**src/rtl/multicycle_control_fsm.sv**
```systemverilog
// multicycle_control_fsm
//   Main control unit of the 16-bit multicycle RISC core. It fetches one
//   instruction word into the IR, steps it through
//   FETCH/DECODE/EXECUTE/MEMORY/WRITEBACK (or HALT), and drives the datapath
//   strobes. It also counts retired instructions.
//
// Ports
//   clk, rst_n          clock (rising edge), asynchronous active-low reset
//   imem_valid/rdata    instruction word offered to the fetch stage
//   dmem_ready          data memory completed the current access
//   alu_zero            ALU zero flag, used by BEQ only
//   imem_req            fetch request (high in FETCH)
//   ir                  instruction register
//   alu_op, alu_src     ALU operation and B-operand select (decoded from IR)
//   pc_inc, pc_write    PC += 1 / load PC from the target picked by pc_src
//   pc_src              0 = branch target, 1 = jump target
//   mem_read/mem_write  data memory strobes
//   mem_to_reg          writeback select (1 = memory data)
//   reg_write           register file write enable
//   retire, illegal     one-cycle pulses on completion / illegal opcode
//   halted              FSM sits in HALT
//   instret             retired-instruction counter (wraps)
//   state               current FSM state, exported for observation
//
// Handshakes: a fetch completes in any FETCH cycle where imem_valid is high
// (imem_req is the request, imem_valid acts as the ready/accept); a data
// access completes in the MEMORY cycle where dmem_ready is high, the strobe
// being held until then. Both inputs are ignored in every other state.
module multicycle_control_fsm #(
   parameter int OPW     = 4,
   parameter int ALUOP_W = 3,
   parameter int CNT_W   = 16
) (
   input  logic               clk,
   input  logic               rst_n,
   input  logic               imem_valid,
   input  logic [15:0]        imem_rdata,
   input  logic               dmem_ready,
   input  logic               alu_zero,
   output logic               imem_req,
   output logic [15:0]        ir,
   output logic [ALUOP_W-1:0] alu_op,
   output logic               alu_src,
   output logic               pc_inc,
   output logic               pc_write,
   output logic               pc_src,
   output logic               mem_read,
   output logic               mem_write,
   output logic               mem_to_reg,
   output logic               reg_write,
   output logic               retire,
   output logic               illegal,
   output logic               halted,
   output logic [CNT_W-1:0]   instret,
   output logic [2:0]         state
);

   typedef enum logic [2:0] {
      S_FETCH     = 3'd0,
      S_DECODE    = 3'd1,
      S_EXECUTE   = 3'd2,
      S_MEMORY    = 3'd3,
      S_WRITEBACK = 3'd4,
      S_HALT      = 3'd5
   } state_t;

   state_t           state_q, state_d;
   logic [15:0]      ir_q;
   logic [CNT_W-1:0] instret_q;
   logic [OPW-1:0]   opcode;

   logic is_rtype, is_addi, is_lw, is_sw, is_beq, is_jmp, is_halt, is_ill;

   assign opcode   = ir_q[15 -: OPW];
   assign is_rtype = (opcode[OPW-1] == 1'b0);
   assign is_addi  = (opcode == OPW'(8));
   assign is_lw    = (opcode == OPW'(9));
   assign is_sw    = (opcode == OPW'(10));
   assign is_beq   = (opcode == OPW'(11));
   assign is_jmp   = (opcode == OPW'(12));
   assign is_halt  = (opcode == OPW'(14));
   assign is_ill   = (opcode == OPW'(15));

   // ALU controls depend on IR only, so they hold steady from DECODE until
   // the next fetch accept.
   always_comb begin
      alu_op = '0;
      if (is_rtype)
         alu_op = ALUOP_W'(opcode[2:0]);
      else if (is_beq)
         alu_op = ALUOP_W'(1);
   end

   assign alu_src = is_addi | is_lw | is_sw;

   always_comb begin
      state_d    = state_q;
      imem_req   = 1'b0;
      pc_inc     = 1'b0;
      pc_write   = 1'b0;
      pc_src     = 1'b0;
      mem_read   = 1'b0;
      mem_write  = 1'b0;
      mem_to_reg = 1'b0;
      reg_write  = 1'b0;
      retire     = 1'b0;
      illegal    = 1'b0;
      halted     = 1'b0;
      case (state_q)
         S_FETCH: begin
            imem_req = 1'b1;
            if (imem_valid) begin
               pc_inc  = 1'b1;
               state_d = S_DECODE;
            end
         end
         S_DECODE: state_d = S_EXECUTE;
         S_EXECUTE: begin
            if (is_rtype || is_addi) begin
               state_d = S_WRITEBACK;
            end else if (is_lw || is_sw) begin
               state_d = S_MEMORY;
            end else if (is_halt) begin
               retire  = 1'b1;
               state_d = S_HALT;
            end else begin
               // BEQ, JMP, NOP and illegal all finish here.
               retire   = 1'b1;
               pc_write = is_jmp | (is_beq & alu_zero);
               pc_src   = is_jmp;
               illegal  = is_ill;
               state_d  = S_FETCH;
            end
         end
         S_MEMORY: begin
            mem_read  = is_lw;
            mem_write = is_sw;
            if (dmem_ready) begin
               if (is_lw) begin
                  state_d = S_WRITEBACK;
               end else begin
                  retire  = 1'b1;
                  state_d = S_FETCH;
               end
            end
         end
         S_WRITEBACK: begin
            reg_write  = 1'b1;
            mem_to_reg = is_lw;
            retire     = 1'b1;
            state_d    = S_FETCH;
         end
         S_HALT: halted = 1'b1;
         default: state_d = S_FETCH;  // unused encodings recover to FETCH
      endcase
   end

   always_ff @(posedge clk or negedge rst_n) begin
      if (!rst_n) begin
         state_q   <= S_FETCH;
         ir_q      <= 16'hD000;
         instret_q <= '0;
      end else begin
         state_q <= state_d;
         if (state_q == S_FETCH && imem_valid)
            ir_q <= imem_rdata;
         if (retire)
            instret_q <= instret_q + CNT_W'(1);
      end
   end

   assign ir      = ir_q;
   assign instret = instret_q;
   assign state   = state_q;

endmodule

```
**config.mk**
```make
export PLATFORM = sky130hd
export DESIGN_NAME = multicycle_control_fsm
export DESIGN_NICKNAME = d
export VERILOG_FILES = /design/src/rtl/multicycle_control_fsm.sv
export SDC_FILE = /design/constraint.sdc
export NUM_CORES = 1
export LEC_CHECK = 0
export CORE_ASPECT_RATIO = 0.75
export CORE_MARGIN = 3
export CORE_UTILIZATION = 53
export DETAILED_ROUTE_END_ITERATION = 10
export DONT_BUFFER_PORTS = 1
export PLACE_DENSITY = 0.68
export SYNTH_ARGS = -nofsm -noshare
export SYNTH_HDL_FRONTEND = slang
export SYNTH_SLANG_ARGS = --single-unit
```
**constraint.sdc**
```tcl
create_clock -name clk -period 5.22 [get_ports clk]
set_clock_uncertainty 0.15 [all_clocks]
set_input_delay 1.305 -clock clk [delete_from_list [all_inputs] [get_ports clk]]
set_output_delay 1.305 -clock clk [all_outputs]
set_load 0.01 [all_outputs]
```
==> results.py <==
metrics = {
    "place": {
        "dp_slack_ns": 1.89,
        "gp_congestion": 0.837,
        "dp.cells": 184,
        "portBuffers": 0,
        "hpwl_mm": 2.46,
    },
    "clock_tree": {
        "cts_tree": "yes",
        "clockBufferDepth": 2,
        "cts_buffers": 5,
        "clk_pin_slew_worst_paths_ns": 0.07,
        "cts_resized": 0,
        "cts_setup_buffers": 0,
        "cts_sinks": 35,
        "cts_max_level": 2,
        "postCtsHoldBufs": 0,
        "clkLatencyLatePin_ns": 0.28,
        "cts_root_buf": "clkbuf_8",
    },
    "worst_setup_path": {
        "regToRegSetupSlack_ns": 3.05,
        "endpoint_kind": "primary output",
        "crit_end": "retire",
        "r2r-start": "ir[13]$_DFFE_PN0P_",
        "worstPathMaxFanout": 15,
        "required_ns": 3.76,
        "cp-start-kind": "flip-flop",
        "arrival_ns": 1.96,
        "cp-startpoint": "state[1]$_DFFE_PN0P_",
        "r2r_end": "instret[1]$_DFFE_PN0P_",
        "crit_type": "reg -> out",
        "worst_r2r_path_depth": 4,
    },
    "timing": {
        "slew_violations": 0,
        "timing.fmax_ghz": 0.293,
        "hold_viol": 0,
        "grt_setup_unrepaired": "no",
        "final.min_clock_period_ns": 3.41,
        "finalCritPeriodShare": 0.654,
        "worst_slew_pin_slew_ns": 0.550,
        "postLayoutSetupSlackWorst_ns": 1.81,
        "max_slew_margin": 0.632,
        "finalSetupTns_ns": 0,
        "setup_viol": 0,
    },
    "synth": {
        "synth_seq_cells": 35,
        "synth_top_area_frac": 0.445,
        "synth_most_common_cell": "dfrtp_1",
        "synth_area_um2": 1800,
        "synth_top_cell_by_area": "dfrtp_1",
        "synth_area_leaders": "dfrtp_1, mux2_2, xnor2_1",
        "syn_avg_cell_area_um2": 11.8,
        "yosysSeqAreaShare": 0.489,
        "syn_inst": 153,
        "yosys_warnings": 0,
        "synthArstFlopShare": 1.00,
        "yosysUniqueCellTypes": 40,
        "syn-num-nets": 175,
        "synthTopCellsByCount": "dfrtp_1, mux2_2, xnor2_1",
        "ys_dominant_reg_cell": "dfrtp_1",
        "synth_edf_count": 0,
    },
    "drt": {
        "drc": 0,
        "wire_per_inst_um": 18.0,
        "routed_wl_mm": 3.45,
        "firstDrtPassIters": 4,
        "dr_total_vias": 1160,
        "drt_iter0_drc": 42,
        "viasPerCell": 6.04,
        "ant_nets": 0,
    },
    "die": {
        "start_util": 0.584,
        "die_y_um": 56.5,
        "io_pins": 71,
        "dieWidth_um": 73.3,
        "core_um2": 3080,
        "die-area_um2": 4140,
        "rows": 17,
    },
    "power": {
        "power_mw": 1.07,
        "leakage_nw": 0.777,
        "power.density_nw_per_um2": 570,
        "ir_drop_uv": 330,
    },
    "hold_path": {
        "hold_path_class": "reg -> reg",
    },
    "layout": {
        "fillCellCount": 262,
        "antenna_cells": 0,
        "fin_nets": 175,
        "stdcell_count": 192,
        "ff_latch_area_um2": 880,
        "multi_input_area_um2": 846,
        "drive_gt1_frac": 0.253,
        "syn_to_final_growth_pct": 4.45,
    },
    "outcome": {
        "status": "finished clean",
    },
    "grt": {
        "grt_overflow": 0,
        "track_usage": 0.174,
        "grt_first_pass_wirelength_mm": 5.60,
        "grt_pass1_vias": 1139,
        "antenna_found_initial": 0,
        "grt_max_degree": 36,
    },
    "job": {
        "maxCapViolCount": 0,
    },
}
critical path: stages (launching register included):
cell	delay [ns]
dfrtp_1	0.69
and4bb_2	0.34
o211a_2	0.42
nor2_2	0.11
inv_1	0.12
per-layer routing:
layer | global-route usage | vias up | part of all wire
li1 | - | 547 | -
met4 | 0.0491 | 0 | 0.0023
met1 | 0.231 | 559 | 0.43
met3 | 0.0912 | 2 | 0.12
met2 | 0.247 | 52 | 0.45
met5 | 0 | - | 0
report_power, final:
group	switching (mW)	total, mW	internal, mW
Clock	0.0894	0.182	0.0930
Combinational	0.152	0.320	0.167
Sequential	0.195	0.570	0.376
cell type report:
class / count / share of cell area
well taps: 38 / 0.0253
clock buffers: 6 / 0.0386
flip-flops and latches: 35 / 0.468
multi-input cells: 106 / 0.450
inverters: 4 / 0.00798
repair buffers: 1 / 0.00399
clock inverters: 2 / 0.00665
how the worst min path moves through the flow:
| stage | from | to | slack [ns] | cells past startpoint |
|---|---|---|---|---|
| after global routing | instret[11]$_DFFE_PN0P_ | instret[11]$_DFFE_PN0P_ | 0.44 | 1 |
| final | instret[15]$_DFFE_PN0P_ | instret[15]$_DFFE_PN0P_ | 0.41 | 1 |
| after CTS | instret[15]$_DFFE_PN0P_ | instret[15]$_DFFE_PN0P_ | 0.41 | 1 |
| after detailed placement | instret[15]$_DFFE_PN0P_ | instret[15]$_DFFE_PN0P_ | 0.40 | 1 |
| after global placement | instret[15]$_DFFE_PN0P_ | instret[15]$_DFFE_PN0P_ | 0.38 | 1 |
| after floorplan | instret[15]$_DFFE_PN0P_ | instret[15]$_DFFE_PN0P_ | 0.36 | 1 |
kinds of logic after synthesis:
group / count (synthesis) / synth area share
adders and majority gates: 1 / 0.00695
muxes: 17 / 0.106
AOI/OAI and AO/OA: 27 / 0.124
DFF: 35 / 0.489
xor gates and xnor gates: 17 / 0.0827
and+or+nand+nor: 44 / 0.149
buffers and inverters: 12 / 0.0417
metrics by stage:
stage / hold WS [ns] / utilization / area, µm²
3_3_place_gp: 0.382 / 0.582 / 1800
2_1_floorplan: 0.358 / - / 1800
3_5_place_dp: 0.395 / 0.582 / 1800
6_report: 0.406 / 0.610 / 1880
4_1_cts: 0.411 / 0.610 / 1880
5_1_grt: 0.437 / 0.610 / 1880
registers in the layout, summed over array words and instances (netlist names):
signal / flops
state: 3
ir: 16
instret: 16
placed cells by master, fill, tap and decap left out, types with 2 or more instances in the layout:
| cell | netlist | final |
|---|---|---|
| xnor2_1 | 16 | 16 |
| inv_1 | 4 | 4 |
| o2111ai_1 | 4 | 4 |
| clkbuf_8 | 0 | 5 |
| nor3_1 | 3 | 3 |
| nor2b_1 | 3 | 3 |
| nand4_1 | 2 | 2 |
| o21ai_0 | 3 | 3 |
| and2b_1 | 2 | 2 |
| nand4bb_1 | 2 | 2 |
| nor3b_1 | 2 | 2 |
| dfrtp_1 | 32 | 32 |
| mux2_2 | 17 | 17 |
| nand2b_1 | 4 | 4 |
| dfstp_2 | 3 | 3 |
| o21ai_1 | 5 | 5 |
| and3_1 | 3 | 3 |
| nor2_1 | 10 | 10 |
| a21oi_1 | 5 | 5 |
| o211ai_2 | 4 | 4 |
| nand2_1 | 5 | 5 |
Note: power is estimated with default switching activity, not from simulation.
